## src/rtl/iqft3_seq_decoder_pkg.sv

```systemverilog
`default_nettype none
// ============================================================================
// Module   : iqft3_seq_decoder_pkg
// Brief    : Shared S3.4 fixed-point constants, IQFT twiddle ROM and FSM states.
// Revision : 1.0 - initial release
// ============================================================================
package iqft3_seq_decoder_pkg;

    localparam int TOTAL_WIDTH = 8;
    localparam int FRAC        = 4;
    localparam int COEF_W      = 10;
    localparam int COEF_FRAC   = 8;
    localparam int NPTS        = 8;

    typedef enum logic [1:0] {
        ST_LOAD    = 2'd0,
        ST_COMPUTE = 2'd1,
        ST_OUTPUT  = 2'd2
    } state_e;

    // W[m] = e^(-i*pi*m/4) / sqrt(8), scaled by 2^COEF_FRAC
    function automatic logic signed [COEF_W-1:0] tw_re(input logic [2:0] m);
        logic signed [COEF_W-1:0] r;
        case (m)
            3'd0:    r =  10'sd91;
            3'd1:    r =  10'sd64;
            3'd2:    r =  10'sd0;
            3'd3:    r = -10'sd64;
            3'd4:    r = -10'sd91;
            3'd5:    r = -10'sd64;
            3'd6:    r =  10'sd0;
            default: r =  10'sd64;
        endcase
        return r;
    endfunction

    function automatic logic signed [COEF_W-1:0] tw_im(input logic [2:0] m);
        logic signed [COEF_W-1:0] r;
        case (m)
            3'd0:    r =  10'sd0;
            3'd1:    r = -10'sd64;
            3'd2:    r = -10'sd91;
            3'd3:    r = -10'sd64;
            3'd4:    r =  10'sd0;
            3'd5:    r =  10'sd64;
            3'd6:    r =  10'sd91;
            default: r =  10'sd64;
        endcase
        return r;
    endfunction

endpackage
`default_nettype wire

```

## src/rtl/iqft3_seq_decoder_if.sv

```systemverilog
`default_nettype none
// ============================================================================
// Module   : iqft3_seq_decoder_if
// Brief    : Input/output amplitude streams of the sequential IQFT decoder.
// Revision : 1.0 - initial release
// ============================================================================
interface iqft3_seq_decoder_if #(
    parameter int DATA_W = 8
);
    logic                     in_valid;
    logic                     in_ready;
    logic signed [DATA_W-1:0] in_r;
    logic signed [DATA_W-1:0] in_i;
    logic                     out_valid;
    logic                     out_ready;
    logic signed [DATA_W-1:0] out_r;
    logic signed [DATA_W-1:0] out_i;
    logic [2:0]               out_idx;
    logic                     out_last;

    modport master (
        output in_valid, in_r, in_i, out_ready,
        input  in_ready, out_valid, out_r, out_i, out_idx, out_last
    );

    modport slave (
        input  in_valid, in_r, in_i, out_ready,
        output in_ready, out_valid, out_r, out_i, out_idx, out_last
    );
endinterface
`default_nettype wire

```

## src/rtl/iqft3_seq_decoder_cmul_sat_round.sv

```systemverilog
`default_nettype none
// ============================================================================
// Module   : iqft3_seq_decoder_cmul_sat_round
// Brief    : Full-width complex multiply plus round-half-up / saturate back to S3.4.
// Revision : 1.0 - initial release
// ============================================================================
module iqft3_seq_decoder_cmul_sat_round #(
    parameter int DATA_W    = 8,
    parameter int COEF_W    = 10,
    parameter int COEF_FRAC = 8,
    parameter int ACC_W     = 22,
    parameter int PROD_W    = DATA_W + COEF_W + 1
) (
    input  logic signed [DATA_W-1:0] fr_i,
    input  logic signed [DATA_W-1:0] fi_i,
    input  logic signed [COEF_W-1:0] wr_i,
    input  logic signed [COEF_W-1:0] wi_i,
    output logic signed [PROD_W-1:0] pr_o,
    output logic signed [PROD_W-1:0] pi_o,
    input  logic signed [ACC_W-1:0]  acc_r_i,
    input  logic signed [ACC_W-1:0]  acc_i_i,
    output logic signed [DATA_W-1:0] res_r_o,
    output logic signed [DATA_W-1:0] res_i_o
);
    localparam logic signed [ACC_W-1:0] HALF    = ACC_W'(2 ** (COEF_FRAC - 1));
    localparam logic signed [ACC_W-1:0] SAT_MAX = ACC_W'(2 ** (DATA_W - 1) - 1);
    localparam logic signed [ACC_W-1:0] SAT_MIN = ACC_W'(-(2 ** (DATA_W - 1)));

    logic signed [PROD_W-1:0] fr_x, fi_x, wr_x, wi_x;

    assign fr_x = PROD_W'(fr_i);
    assign fi_x = PROD_W'(fi_i);
    assign wr_x = PROD_W'(wr_i);
    assign wi_x = PROD_W'(wi_i);

    assign pr_o = (fr_x * wr_x) - (fi_x * wi_x);
    assign pi_o = (fr_x * wi_x) + (fi_x * wr_x);

    function automatic logic signed [DATA_W-1:0] sat_round(input logic signed [ACC_W-1:0] a);
        logic signed [ACC_W-1:0] s;
        s = (a + HALF) >>> COEF_FRAC;
        if (s > SAT_MAX) begin
            return SAT_MAX[DATA_W-1:0];
        end else if (s < SAT_MIN) begin
            return SAT_MIN[DATA_W-1:0];
        end
        return s[DATA_W-1:0];
    endfunction

    assign res_r_o = sat_round(acc_r_i);
    assign res_i_o = sat_round(acc_i_i);

endmodule
`default_nettype wire

```

## src/rtl/iqft3_seq_decoder.sv

```systemverilog
`default_nettype none
// ============================================================================
// Module   : iqft3_seq_decoder
// Brief    : Sequential 8-point inverse QFT with one time-multiplexed complex MAC.
// Revision : 1.0 - initial release
// ============================================================================
module iqft3_seq_decoder #(
    parameter int DATA_W    = iqft3_seq_decoder_pkg::TOTAL_WIDTH,
    parameter int COEF_W    = iqft3_seq_decoder_pkg::COEF_W,
    parameter int COEF_FRAC = iqft3_seq_decoder_pkg::COEF_FRAC,
    parameter int ACC_W     = DATA_W + COEF_W + 4
) (
    input  logic               clk,
    input  logic               rst_n,
    iqft3_seq_decoder_if.slave bus,
    output logic               busy_o
);
    import iqft3_seq_decoder_pkg::*;

    localparam int PROD_W = DATA_W + COEF_W + 1;

    state_e state_q, state_d;

    logic [2:0]               in_k_q;
    logic [6:0]               cnt_q;
    logic [2:0]               out_idx_q;
    logic signed [DATA_W-1:0] ibuf_r_q [NPTS];
    logic signed [DATA_W-1:0] ibuf_i_q [NPTS];
    logic signed [DATA_W-1:0] obuf_r_q [NPTS];
    logic signed [DATA_W-1:0] obuf_i_q [NPTS];
    logic                     p_vld_q;
    logic                     p_last_q;
    logic [2:0]               p_n_q;
    logic signed [PROD_W-1:0] prod_r_q, prod_i_q;
    logic signed [ACC_W-1:0]  acc_r_q, acc_i_q;

    logic                     in_hs, out_hs, issue, out_valid;
    logic [2:0]               mac_n, mac_k, tw_m;
    logic signed [COEF_W-1:0] tw_r, tw_i;
    logic signed [PROD_W-1:0] prod_r, prod_i;
    logic signed [ACC_W-1:0]  acc_r_next, acc_i_next;
    logic signed [DATA_W-1:0] res_r, res_i;

    assign in_hs     = (state_q == ST_LOAD) && bus.in_valid;
    assign out_valid = (state_q == ST_OUTPUT);
    assign out_hs    = out_valid && bus.out_ready;

    // cnt_q = {n,k}; bit 6 marks that all 64 terms have been issued
    assign issue = (state_q == ST_COMPUTE) && !cnt_q[6];
    assign mac_n = cnt_q[5:3];
    assign mac_k = cnt_q[2:0];
    assign tw_m  = mac_n * mac_k;
    assign tw_r  = COEF_W'(tw_re(tw_m));
    assign tw_i  = COEF_W'(tw_im(tw_m));

    assign acc_r_next = acc_r_q + {{(ACC_W-PROD_W){prod_r_q[PROD_W-1]}}, prod_r_q};
    assign acc_i_next = acc_i_q + {{(ACC_W-PROD_W){prod_i_q[PROD_W-1]}}, prod_i_q};

    iqft3_seq_decoder_cmul_sat_round #(
        .DATA_W    (DATA_W),
        .COEF_W    (COEF_W),
        .COEF_FRAC (COEF_FRAC),
        .ACC_W     (ACC_W),
        .PROD_W    (PROD_W)
    ) u_cmul (
        .fr_i    (ibuf_r_q[mac_k]),
        .fi_i    (ibuf_i_q[mac_k]),
        .wr_i    (tw_r),
        .wi_i    (tw_i),
        .pr_o    (prod_r),
        .pi_o    (prod_i),
        .acc_r_i (acc_r_next),
        .acc_i_i (acc_i_next),
        .res_r_o (res_r),
        .res_i_o (res_i)
    );

    always_comb begin
        state_d = state_q;
        case (state_q)
            ST_LOAD:    if (in_hs && (in_k_q == 3'd7)) state_d = ST_COMPUTE;
            ST_COMPUTE: if (p_vld_q && p_last_q && (p_n_q == 3'd7)) state_d = ST_OUTPUT;
            ST_OUTPUT:  if (out_hs && (out_idx_q == 3'd7)) state_d = ST_LOAD;
            default:    state_d = ST_LOAD;
        endcase
    end

    always_ff @(posedge clk or negedge rst_n) begin
        if (!rst_n) begin
            state_q <= ST_LOAD;
        end else begin
            state_q <= state_d;
        end
    end

    always_ff @(posedge clk or negedge rst_n) begin
        if (!rst_n) begin
            in_k_q <= '0;
            for (int i = 0; i < NPTS; i++) begin
                ibuf_r_q[i] <= '0;
                ibuf_i_q[i] <= '0;
            end
        end else if (in_hs) begin
            ibuf_r_q[in_k_q] <= bus.in_r;
            ibuf_i_q[in_k_q] <= bus.in_i;
            in_k_q           <= in_k_q + 3'd1;
        end
    end

    // Products are registered before accumulation, so the last result lands
    // one cycle after the final issue and the FSM leaves COMPUTE on that edge.
    always_ff @(posedge clk or negedge rst_n) begin
        if (!rst_n) begin
            cnt_q    <= '0;
            p_vld_q  <= 1'b0;
            p_last_q <= 1'b0;
            p_n_q    <= '0;
            prod_r_q <= '0;
            prod_i_q <= '0;
            acc_r_q  <= '0;
            acc_i_q  <= '0;
            for (int i = 0; i < NPTS; i++) begin
                obuf_r_q[i] <= '0;
                obuf_i_q[i] <= '0;
            end
        end else if (state_q != ST_COMPUTE) begin
            cnt_q   <= '0;
            p_vld_q <= 1'b0;
            acc_r_q <= '0;
            acc_i_q <= '0;
        end else begin
            if (issue) begin
                cnt_q <= cnt_q + 7'd1;
            end
            p_vld_q  <= issue;
            p_last_q <= (mac_k == 3'd7);
            p_n_q    <= mac_n;
            prod_r_q <= prod_r;
            prod_i_q <= prod_i;
            if (p_vld_q) begin
                if (p_last_q) begin
                    obuf_r_q[p_n_q] <= res_r;
                    obuf_i_q[p_n_q] <= res_i;
                    acc_r_q         <= '0;
                    acc_i_q         <= '0;
                end else begin
                    acc_r_q <= acc_r_next;
                    acc_i_q <= acc_i_next;
                end
            end
        end
    end

    always_ff @(posedge clk or negedge rst_n) begin
        if (!rst_n) begin
            out_idx_q <= '0;
        end else if (!out_valid) begin
            out_idx_q <= '0;
        end else if (out_hs) begin
            out_idx_q <= out_idx_q + 3'd1;
        end
    end

    assign bus.in_ready  = (state_q == ST_LOAD);
    assign bus.out_valid = out_valid;
    assign bus.out_r     = out_valid ? obuf_r_q[out_idx_q] : '0;
    assign bus.out_i     = out_valid ? obuf_i_q[out_idx_q] : '0;
    assign bus.out_idx   = out_idx_q;
    assign bus.out_last  = out_valid && (out_idx_q == 3'd7);
    assign busy_o        = (state_q == ST_COMPUTE) || (state_q == ST_OUTPUT);

endmodule
`default_nettype wire

```

## src/flat_wrapper.sv

```systemverilog
// flat-port wrapper written by rule: the top's interface ports become plain ports
module iqft3_seq_decoder_flat import iqft3_seq_decoder_pkg::*;
#(
    parameter int DATA_W    = iqft3_seq_decoder_pkg::TOTAL_WIDTH,
    parameter int COEF_W    = iqft3_seq_decoder_pkg::COEF_W,
    parameter int COEF_FRAC = iqft3_seq_decoder_pkg::COEF_FRAC,
    parameter int ACC_W     = DATA_W + COEF_W + 4
)
  (clk, rst_n, busy_o, bus_in_valid, bus_in_r, bus_in_i, bus_out_ready, bus_in_ready, bus_out_valid, bus_out_r, bus_out_i, bus_out_idx, bus_out_last);
  iqft3_seq_decoder_if #(.DATA_W(DATA_W)) bus_i ();
  input  logic clk;
  input  logic rst_n;
  output logic busy_o;
  input wire logic [$bits(bus_i.in_valid)-1:0] bus_in_valid;
  input wire logic [$bits(bus_i.in_r)-1:0] bus_in_r;
  input wire logic [$bits(bus_i.in_i)-1:0] bus_in_i;
  input wire logic [$bits(bus_i.out_ready)-1:0] bus_out_ready;
  output wire logic [$bits(bus_i.in_ready)-1:0] bus_in_ready;
  output wire logic [$bits(bus_i.out_valid)-1:0] bus_out_valid;
  output wire logic [$bits(bus_i.out_r)-1:0] bus_out_r;
  output wire logic [$bits(bus_i.out_i)-1:0] bus_out_i;
  output wire logic [$bits(bus_i.out_idx)-1:0] bus_out_idx;
  output wire logic [$bits(bus_i.out_last)-1:0] bus_out_last;
  assign bus_i.in_valid = bus_in_valid;
  assign bus_i.in_r = bus_in_r;
  assign bus_i.in_i = bus_in_i;
  assign bus_i.out_ready = bus_out_ready;
  assign bus_in_ready = bus_i.in_ready;
  assign bus_out_valid = bus_i.out_valid;
  assign bus_out_r = bus_i.out_r;
  assign bus_out_i = bus_i.out_i;
  assign bus_out_idx = bus_i.out_idx;
  assign bus_out_last = bus_i.out_last;
  iqft3_seq_decoder #(.DATA_W(DATA_W), .COEF_W(COEF_W), .COEF_FRAC(COEF_FRAC), .ACC_W(ACC_W)) u_core (.clk(clk), .rst_n(rst_n), .bus(bus_i), .busy_o(busy_o));
endmodule
```

## config.mk

```make
export PLATFORM = sky130hd
export DESIGN_NAME = iqft3_seq_decoder_flat
export DESIGN_NICKNAME = d
export VERILOG_FILES = /design/src/rtl/iqft3_seq_decoder_pkg.sv /design/src/rtl/iqft3_seq_decoder_if.sv /design/src/rtl/iqft3_seq_decoder_cmul_sat_round.sv /design/src/rtl/iqft3_seq_decoder.sv /design/src/flat_wrapper.sv
export SDC_FILE = /design/constraint.sdc
export NUM_CORES = 1
export LEC_CHECK = 0
export ABC_AREA = 1
export CELL_PAD_IN_SITES_DETAIL_PLACEMENT = 0
export CELL_PAD_IN_SITES_GLOBAL_PLACEMENT = 1
export CORE_MARGIN = 4
export CORE_UTILIZATION = 40
export CTS_CLUSTER_SIZE = 8
export DETAILED_ROUTE_END_ITERATION = 7
export GPL_TIMING_DRIVEN = 0
export PLACE_DENSITY_LB_ADDON = 0.1
export SLEW_MARGIN = 20
export SYNTH_ARGS = -nofsm -noshare
export SYNTH_HDL_FRONTEND = slang
export SYNTH_HIERARCHICAL = 1
export SYNTH_SLANG_ARGS = --single-unit
```

## constraint.sdc

```tcl
create_clock -name clk -period 8.1 [get_ports clk]
set_input_delay 1.62 -clock clk [delete_from_list [all_inputs] [get_ports clk]]
set_output_delay 1.62 -clock clk [all_outputs]
set_load 0.02 [all_outputs]
```

Yosys cells after proc, flatten, opt, wreduce, memory -nomap -nowiden
Cells that the tools add are included.
{"block": "word_totals", "register_bits": 358, "input_bits": 20, "out_inout_bits": 23}
{"block": "op_classes", "addsub": 9, "multipliers": 5, "magnitude_cmp": 10, "n_eq_ne": 17, "muxes": 49, "bitwise": 5, "reduce_logical": 22}
{"operator": "$bwmux W64", "count": 4}
{"operator": "$mux W8", "count": 18}
{"operator": "$mux W22", "count": 6}
{"operator": "$bmux W8 S3", "count": 4}
{"operator": "$pmux W10 S4", "count": 2}
{"operator": "$mul A8 B10 Y18", "count": 4}
{"operator": "$demux W8 S3", "count": 2}
{"operator": "$add A22 B22 Y22", "count": 2}
{"operator": "$add A22 B9 Y22 const B", "count": 2}
{"operator": "$gt A14 B8 Y1 const B", "count": 2}
{"operator": "$lt A14 B8 Y1 const B", "count": 2}
{"operator": "$eq A3 B3 Y1 const B", "count": 7}
{"operator": "$add A18 B18 Y19", "count": 1}
{"operator": "$sub A18 B18 Y19", "count": 1}
{"operator": "$ge A4 B4 Y1 const B", "count": 4}
{"operator": "$not A3 Y4", "count": 4}
{"operator": "$mux W7", "count": 2}
{"operator": "$logic_and A1 B1 Y1", "count": 10}
{"operator": "$lt A4 B1 Y1 const B", "count": 2}
{"operator": "$ne A2 B1 Y1 const B", "count": 4}
{"operator": "$reduce_or A2 Y1", "count": 4}
{"operator": "$add A7 B1 Y7 const B", "count": 1}
{"operator": "$add A3 B1 Y3 const B", "count": 2}
{"operator": "$eq A3 B2 Y1 const B", "count": 2}
{"operator": "other kinds (16)", "count": 25}

Logic depth before layout (Yosys ltp)
Gate-level depths: netlist of the first run.
{"block": "logic_depth", "depth_word": 7, "depth_mapped": 41, "depth_no_buf": 37}

Modules after synthesis
Netlist of the first run, hierarchy kept.
{"mod": "iqft3_seq_decoder", "n_inst": 1, "cells_per_inst": 2406, "area_each_um2": 18487.7, "seq_area_each_um2": 8958.6}
{"mod": "iqft3_seq_decoder_cmul_sat_round", "n_inst": 1, "cells_per_inst": 1910, "area_each_um2": 14348.8, "seq_area_each_um2": 0.0}

Worst setup path before layout of the first run
OpenSTA, ideal clock, no wires.
{"block": "synth_path", "path_type": "reg2reg", "start": "register u_core.cnt_q[0]", "end": "register u_core.prod_i_q[18]", "setup_time_ns": 0.066, "arrival_ns": 6.954, "t_required_ns": 8.034, "setup_slack_ns": 1.081, "stages_incl_launch_ff": 34, "n_path_buf": 4, "synth_period_minus_slack_ns": 7.019, "path_cell_list": "dfrtp_1 > buf_2 > buf_4 > buf_2 > nand2_1 > inv_1 > ha_1 > inv_1 > xor2_1 > o21ai_1 > nand2_2 > o21ai_1 > a21oi_1 > clkbuf_1 > nand2_1 > inv_1 > fa_1 > fa_1 > fa_1 > fa_1 > fa_1 > inv_1 > fa_1 > inv_1 > ha_1 > nand2_1 > nor2_1 > inv_1 > nor4_1 > a21oi_1 > nand3b_1 > nand2_1 > nand2_1 > nand2_1"}
{"block": "synth_between", "elab_chain_len": 6, "elab_cells_between_ends": 24, "cone_classes": "add/sub (1); mul (3); eq/ne (6); mux (8); bitwise (1); reduce/logical (5)"}
{"item": "start, declared", "line_no": "iqft3_seq_decoder.sv:25", "text": "logic [6:0] cnt_q;"}
{"item": "start signal, assigned", "line_no": "iqft3_seq_decoder.sv:133", "text": "cnt_q <= cnt_q + 7'd1;"}
{"item": "$mul A3 B3 Y3 (*)", "line_no": "iqft3_seq_decoder.sv:52", "text": "assign tw_m = mac_n * mac_k;"}
{"item": "$eq A3 B2 Y1 or $eq A3 B3 Y1 (tied branches)", "line_no": "iqft3_seq_decoder_pkg.sv:24", "text": "case (m)"}
{"item": "$reduce_or A2 Y1 (no source line)"}
{"item": "$pmux W10 S4 (*)", "line_no": "iqft3_seq_decoder_pkg.sv:24"}
{"item": "via u_core.tw_r[7]", "line_no": "iqft3_seq_decoder.sv:39", "text": "logic signed [COEF_W-1:0] tw_r, tw_i;"}
{"item": "$mul A8 B10 Y18 (*)", "line_no": "iqft3_seq_decoder_cmul_sat_round.sv:37", "text": "assign pi_o = (fr_x * wi_x) + (fi_x * wr_x);"}
{"item": "$add A18 B18 Y19 (*)", "line_no": "iqft3_seq_decoder_cmul_sat_round.sv:37"}
{"item": "via u_core.prod_i[18]", "line_no": "iqft3_seq_decoder.sv:40", "text": "logic signed [PROD_W-1:0] prod_r, prod_i;"}
{"item": "end signal, assigned", "line_no": "iqft3_seq_decoder.sv:139", "text": "prod_i_q <= prod_i;"}
{"item": "end, declared", "line_no": "iqft3_seq_decoder.sv:34", "text": "logic signed [PROD_W-1:0] prod_r_q, prod_i_q;"}
Mark *: on every way through the listed nets, which the timed path passes. The rest lies on a longest branch. The select of a mux whose other input is x is not followed.
A chain may end at the register's enable or synchronous reset.

Worst setup path in the final report of the first run
{"block": "layout_path", "start": "register u_core.cnt_q[0]", "end": "register u_core.prod_i_q[17]"}
{"block": "layout_between", "elab_chain_len": 6, "elab_cells_between_ends": 24, "cone_classes": "add/sub (1); mul (3); eq/ne (6); mux (8); bitwise (1); reduce/logical (5)"}
{"item": "$mul A3 B3 Y3 (*)", "line_no": "iqft3_seq_decoder.sv:52"}
{"item": "$eq A3 B3 Y1 (tied with other cells)", "line_no": "iqft3_seq_decoder_pkg.sv:39", "text": "case (m)"}
{"item": "$reduce_or A2 Y1 (no source line)"}
{"item": "$pmux W10 S4 (*)", "line_no": "iqft3_seq_decoder_pkg.sv:39"}
{"item": "via u_core.tw_i[0]", "line_no": "iqft3_seq_decoder.sv:39"}
{"item": "$mul A8 B10 Y18 (*)", "line_no": "iqft3_seq_decoder_cmul_sat_round.sv:37"}
{"item": "$add A18 B18 Y19 (*)", "line_no": "iqft3_seq_decoder_cmul_sat_round.sv:37"}
{"item": "via u_core.prod_i[17]", "line_no": "iqft3_seq_decoder.sv:40"}
Marks and branches as above.

==> impl_metrics.tcl, run 1 <==
set metrics [dict create \
    status "finished clean" \
    fmax_mhz 130 \
    crit_slowest_cell "fa_1" \
    cp.required_ns 8.62 \
    clock-sinks 358 \
    routed_wl_um 96700 \
    nFillCells 8599 \
    clk_path_buf_depth 3 \
    start_util_pct 40.5 \
    drcViolationCount 0 \
    ant_nets 0 \
    max_cap_viol_count 0 \
    io_buffers 42 \
    critPathKind "reg2reg" \
    hold_path_class "reg2reg" \
    overflow 0 \
    synthToLayoutAreaGrowth_pct 11.1 \
    coreArea_mm2 0.0809 \
    multi_input_area_mm2 0.0202 \
    crit_top_cell "inv_1" \
    clock_latency_ns 0.64 \
    cts.clk_slew.worst_paths_ns 0.05 \
    fp-row-count 104 \
    crit_fanout 10 \
    vdd.ir_drop.worst_uv 179 \
    cts_htree_levels 2 \
    hold_viol_final 0 \
    synth_fp_nets 4843 \
    diodes 0 \
    grtUsageTotal_pct 22.9 \
    antenna_found_initial 0 \
    drive_above_1_share_pct 6.16 \
    layout_common_cells "nand2_1, inv_1, o21ai_0, nor2_1, dfrtp_1" \
    grt_max_degree 92 \
    hold_buffers 0 \
    end_kind "flip-flop" \
    slowest_delay_ns 0.55 \
    holdWs_ns 0.478 \
    synth_cells 4311 \
    die_area_mm2 0.0867 \
    cp-start-kind "flip-flop" \
    ff_latch_area_mm2 0.00896 \
    dp_slack_ns -1.17 \
    placed_area_mm2 0.0347 \
    avgSynthCellArea_um2 7.61 \
    cts_tree "yes" \
    synth_area_mm2 0.0328 \
    fin_nets 4954 \
    finClkSkew_ns 0.0821 \
    worst_slack_ns 0.384 \
    synth_warnings 6 \
    die_w_um 294 \
    slew_headroom_pct 42.6 \
    gp_congestion 0.867 \
    grt_pass1_wl_um 156000 \
    firstDrtPassIters 5 \
    pin_count 43 \
    final_common_cell "nand2_1" \
    finalMaxSlewViolations 0 \
    first_iter_violations 1792 \
    max_slew.worst_pin.slew_ns 0.861 \
    leakagePower_nw 19.9 \
    numCtsBuffers 52 \
    grt_pass1_vias 27700 \
    setup_viol_count_final 0 \
    fin_crit_sh_pct 95.3 \
    powerDensity_mw_per_mm2 106 \
    root_buffer "clkbuf_16" \
    fin_crit_ns 7.72 \
    num_vias 27100 \
    wire_per_inst_um 17.6 \
    critPathArrivalTime_ns 8.24 \
    die_y_um 294 \
    hpwl_um 75500 \
    via_per_inst 4.94 \
    stdcell_area_mm2 0.0364 \
]
==> routing by layer <==
metal / share of wire [%] / global-route usage [%] / wire, µm / vias to the layer above
met3: 4.7 / 3.11 / 4560 / 112
met1: 47 / 32.7 / 45600 / 13100
met5: 0 / 0 / 0 / -
li1: - / - / - / 13300
met4: 2.4 / 5.38 / 2340 / 0
met2: 46 / 37.2 / 44200 / 538
==> stage by stage <==
step	TNS, ns	utilization [%]	total power [W]	cells
floorplan	0	-	0.00183	4311
global placement	-4095.29	42.7	0.00188	5413
detailed placement	-12.81	42.9	0.00189	5417
CTS	0	44.9	0.00392	5487
global route	-0.00835	45.0	0.00399	5490
finish	0	45.0	0.00385	5490
==> worst max-delay path: cells and delay by family, from the launching register on <==
kind | cells | cell delay [ns]
AOI/OAI and AO/OA | 5 | 1.04
xor gates and xnor gates | 1 | 0.22
adders and majority gates | 8 | 3.87
buffers and inverters | 12 | 1.47
DFF | 1 | 0.38
and+or+nand+nor | 6 | 0.61
==> report_power, final <==
part / switching [W] / leakage (nW) / internal [W]
registers: 0 / 4.95 / 0.00179
logic: 0.0000487 / 14.3 / 0.0000143
clock network: 0.000824 / 0.707 / 0.00117
total: 0.000873 / 19.9 / 0.00298
==> area by class of cell <==
type                            instances  area share, %
Buffer                                177           2.39
Clock buffer                           54           3.59
Clock inverter                          8          0.385
Inverter                              813           8.40
Multi-Input combinational cell       2962           55.3
Sequential cell                       358           24.6
Tap cell                             1060           3.64
Timing Repair Buffer                   58           1.72
==> sequential cells by signal (all words and copies together) (netlist names) <==
register	cells
u_core/p_last_q	1
u_core/cnt_q	7
u_core/p_vld_q	1
u_core/state_q	2
u_core/prod_r_q	19
u_core/ibuf_i_q	64
u_core/prod_i_q	19
u_core/in_k_q	3
u_core/bus.out_idx	3
u_core/obuf_i_q	64
u_core/p_n_q	3
u_core/acc_r_q	22
u_core/ibuf_r_q	64
u_core/acc_i_q	22
u_core/obuf_r_q	64
==> timing repair <==
item	in CTS	in global routing
gates resized for setup	46	68
setup buffers	8	4
setup endpoints to repair	26	15
pin swaps	1	2
==> path summary, 6_finish.rpt <==
kind | slack [ns] | to | start | depth (start not counted)
hold / removal | 0.48 | u_core/ibuf_r_q[34]$_DFFE_PN0P_ | u_core/ibuf_r_q[34]$_DFFE_PN0P_ | 2
setup reg to reg | 0.38 | u_core/prod_i_q[17]$_DFFE_PN0P_ | u_core/cnt_q[0]$_DFFE_PN0P_ | 32
setup / recovery | 0.38 | u_core/prod_i_q[17]$_DFFE_PN0P_ | u_core/cnt_q[0]$_DFFE_PN0P_ | 32
max in group asynchronous | 5.50 | u_core/ibuf_r_q[36]$_DFFE_PN0P_ | rst_n | 4
min in group asynchronous | 0.88 | u_core/obuf_i_q[52]$_DFFE_PN0P_ | rst_n | 1
hold reg to reg | 0.48 | u_core/ibuf_r_q[34]$_DFFE_PN0P_ | u_core/ibuf_r_q[34]$_DFFE_PN0P_ | 2
Note: power is estimated with default switching activity, not from simulation.
==> inputs of run 2 (changes only) <==
--- a/config.mk
+++ b/config.mk
@@ -14,6 +14,7 @@
 export DETAILED_ROUTE_END_ITERATION = 7
 export GPL_TIMING_DRIVEN = 0
 export PLACE_DENSITY_LB_ADDON = 0.1
+export SKIP_CTS_REPAIR_TIMING = 1
 export SLEW_MARGIN = 20
 export SYNTH_ARGS = -nofsm -noshare
 export SYNTH_HDL_FRONTEND = slang
==> constraint.sdc (replaced) <==
create_clock -name clk -period 7.5 [get_ports clk]
set_input_delay 1.5 -clock clk [delete_from_list [all_inputs] [get_ports clk]]
set_output_delay 1.5 -clock clk [all_outputs]
set_load 0.02 [all_outputs]
==> run 2 against run 1 <==
  * Critical path depth up 4
  * Register-to-register slack worse by 0.19 ns
  * Die area unchanged
==> impl_metrics.tcl, run 2 (synthesis gave the netlist of run 1 again) <==
set metrics [dict create \
    status "finished clean" \
    end_kind "flip-flop" \
    grt_pass1_wl_um 156000 \
    cp-startpoint "u_core/cnt_q[0]$_DFFE_PN0P_" \
    whs_endpoint "u_core/ibuf_i_q[48]$_DFFE_PN0P_" \
    cts_tree "yes" \
    overflow 0 \
    reg2reg_depth 36 \
    finalMaxSlewViolations 0 \
    coreArea_mm2 0.0809 \
    powerDensity_mw_per_mm2 111 \
    fin_nets 4994 \
    critPathKind "reg2reg" \
    wire_per_inst_um 17.6 \
    max_slew.worst_pin.slew_ns 0.823 \
    clock_latency_ns 0.64 \
    die_w_um 294 \
    min_path_cells 2 \
    crit_top_cell "fa_1" \
    gp_congestion 0.867 \
    firstDrtPassIters 8 \
    slew_headroom_pct 45.1 \
    clock-sinks 358 \
    layout_common_cells "nand2_1, inv_1, o21ai_0, nor2_1, dfrtp_1" \
    rrSetupSlack_ns 0.20 \
    setup_viol_count_final 0 \
    hpwl_um 75500 \
    pin_count 43 \
    die_area_mm2 0.0867 \
    slowest_delay_ns 0.59 \
    via_per_inst 4.94 \
    finClkSkew_ns 0.0835 \
    clk_path_buf_depth 3 \
    numCtsBuffers 52 \
    grt_max_degree 92 \
    crit_slowest_cell "fa_1" \
    grt_pass1_vias 27600 \
    fmax_mhz 137 \
    first_iter_violations 1715 \
    synthToLayoutAreaGrowth_pct 13.7 \
    r2r_start "u_core/cnt_q[0]$_DFFE_PN0P_" \
    drcViolationCount 0 \
    io_buffers 42 \
    crit_fanout 10 \
    drive_above_1_share_pct 8.66 \
    antenna_found_initial 0 \
    fp-row-count 104 \
    leakagePower_nw 20.3 \
    finalPower_w 0.00416 \
    grtUsageTotal_pct 22.9 \
    final_common_cell "nand2_1" \
    utilization_pct 46.1 \
    rsz0062_at_grt "yes" \
    regToRegEndpoint "u_core/prod_i_q[18]$_DFFE_PN0P_" \
    ant_nets 0 \
    routed_wl_um 97600 \
    start_util_pct 40.5 \
    hold_start "u_core/ibuf_i_q[48]$_DFFE_PN0P_" \
    cp-start-kind "flip-flop" \
    root_buffer "clkbuf_16" \
    vdd.ir_drop.worst_uv 193 \
    cp.required_ns 7.97 \
    fin_crit_ns 7.30 \
    cts.clk_slew.worst_paths_ns 0.05 \
    critPathArrivalTime_ns 7.78 \
    hold_viol_final 0 \
    max_cap_viol_count 0 \
    cts_htree_levels 2 \
    diodes 0 \
    hold_path_class "reg2reg" \
    num_vias 27300 \
    die_y_um 294 \
    fin_crit_sh_pct 97.4 \
]
[run 2: cell count changes in the layout (fill, tap and decap cells not counted), moves of 6 or more]
cell      previous run  this run
buf_4               24        54
clkbuf_1            74        52
buf_6                6        24
ha_1               172       158
ha_4                 0        10
inv_1              800       791
inv_2                8        16
nand2_1           1192      1184
a31oi_1             16        10
buf_12               0         6
clkbuf_4             4        10
[run 2: worst max-delay path: cells and delay by family (launching register included)]
| kind | cells | cell delay, ns |
|---|---|---|
| and+or+nand+nor | 8 | 0.76 |
| adders and majority gates | 8 | 3.76 |
| buffers and inverters | 15 | 1.55 |
| AOI/OAI and AO/OA | 5 | 0.66 |
| DFF | 1 | 0.38 |
[run 2: how the worst max path moves through the flow]
stage	depth (start not counted)	endpoint	slack, ns
CTS	31	u_core/prod_i_q[18]$_DFFE_PN0P_	-1.82
detailed placement	31	u_core/prod_i_q[18]$_DFFE_PN0P_	-1.77
global placement	1	u_core/ibuf_r_q[46]$_DFFE_PN0P_	-11.94
finish	36	u_core/prod_i_q[18]$_DFFE_PN0P_	0.20
global route	38	u_core/prod_i_q[18]$_DFFE_PN0P_	-0.12
floorplan	33	u_core/prod_i_q[18]$_DFFE_PN0P_	0.48
[run 2: layout make-up]
class | count | area (µm²)
inverter | 813 | 3070
buffer | 178 | 1050
multi-input combinational | 2962 | 20500
clock buffer | 54 | 1310
clock inverter | 8 | 140
fill | 8506 | 43600
timing repair buffer | 97 | 993
tap | 1060 | 1330
sequential | 358 | 8960
[run 2: metal layers]
metal / GRT usage (%) / share of wire, % / vias up
met5: 0 / 0 / -
met4: 5.24 / 2.4 / 0
li1: - / - / 13400
met2: 37.3 / 46 / 529
met1: 32.5 / 47 / 13300
met3: 3.16 / 4.6 / 115
[run 2: per-stage QoR]
step / hold slack, ns / cell area [µm²] / setup TNS [ns] / setup slack (ns) / instances
2_1_floorplan: 0.448 / 32800 / 0 / 0.481 / 4311
3_3_place_gp: 0.460 / 34600 / -4283.32 / -11.94 / 5413
3_5_place_dp: 0.468 / 34700 / -29.00 / -1.77 / 5417
4_1_cts: 0.480 / 36100 / -30.42 / -1.82 / 5479
5_1_grt: 0.493 / 37300 / -0.115 / -0.115 / 5530
6_report: 0.477 / 37300 / 0 / 0.199 / 5530
[run 2: report_power, final]
| part | switching [W] | internal [W] | total (W) |
|---|---|---|---|
| sequential | 0 | 0.00193 | 0.00193 |
| combinational | 0.0000522 | 0.0000154 | 0.0000677 |
| clock | 0.000891 | 0.00127 | 0.00216 |
==> inputs of run 3 (changes only) <==
--- a/config.mk
+++ b/config.mk
@@ -12,6 +12,7 @@
 export CORE_UTILIZATION = 40
 export CTS_CLUSTER_SIZE = 8
 export DETAILED_ROUTE_END_ITERATION = 7
+export GPL_ROUTABILITY_DRIVEN = 1
 export GPL_TIMING_DRIVEN = 0
 export PLACE_DENSITY_LB_ADDON = 0.1
 export SKIP_CTS_REPAIR_TIMING = 1
==> results of run 3 <==
Final layout, timing and power as in run 2 (identical DEF).
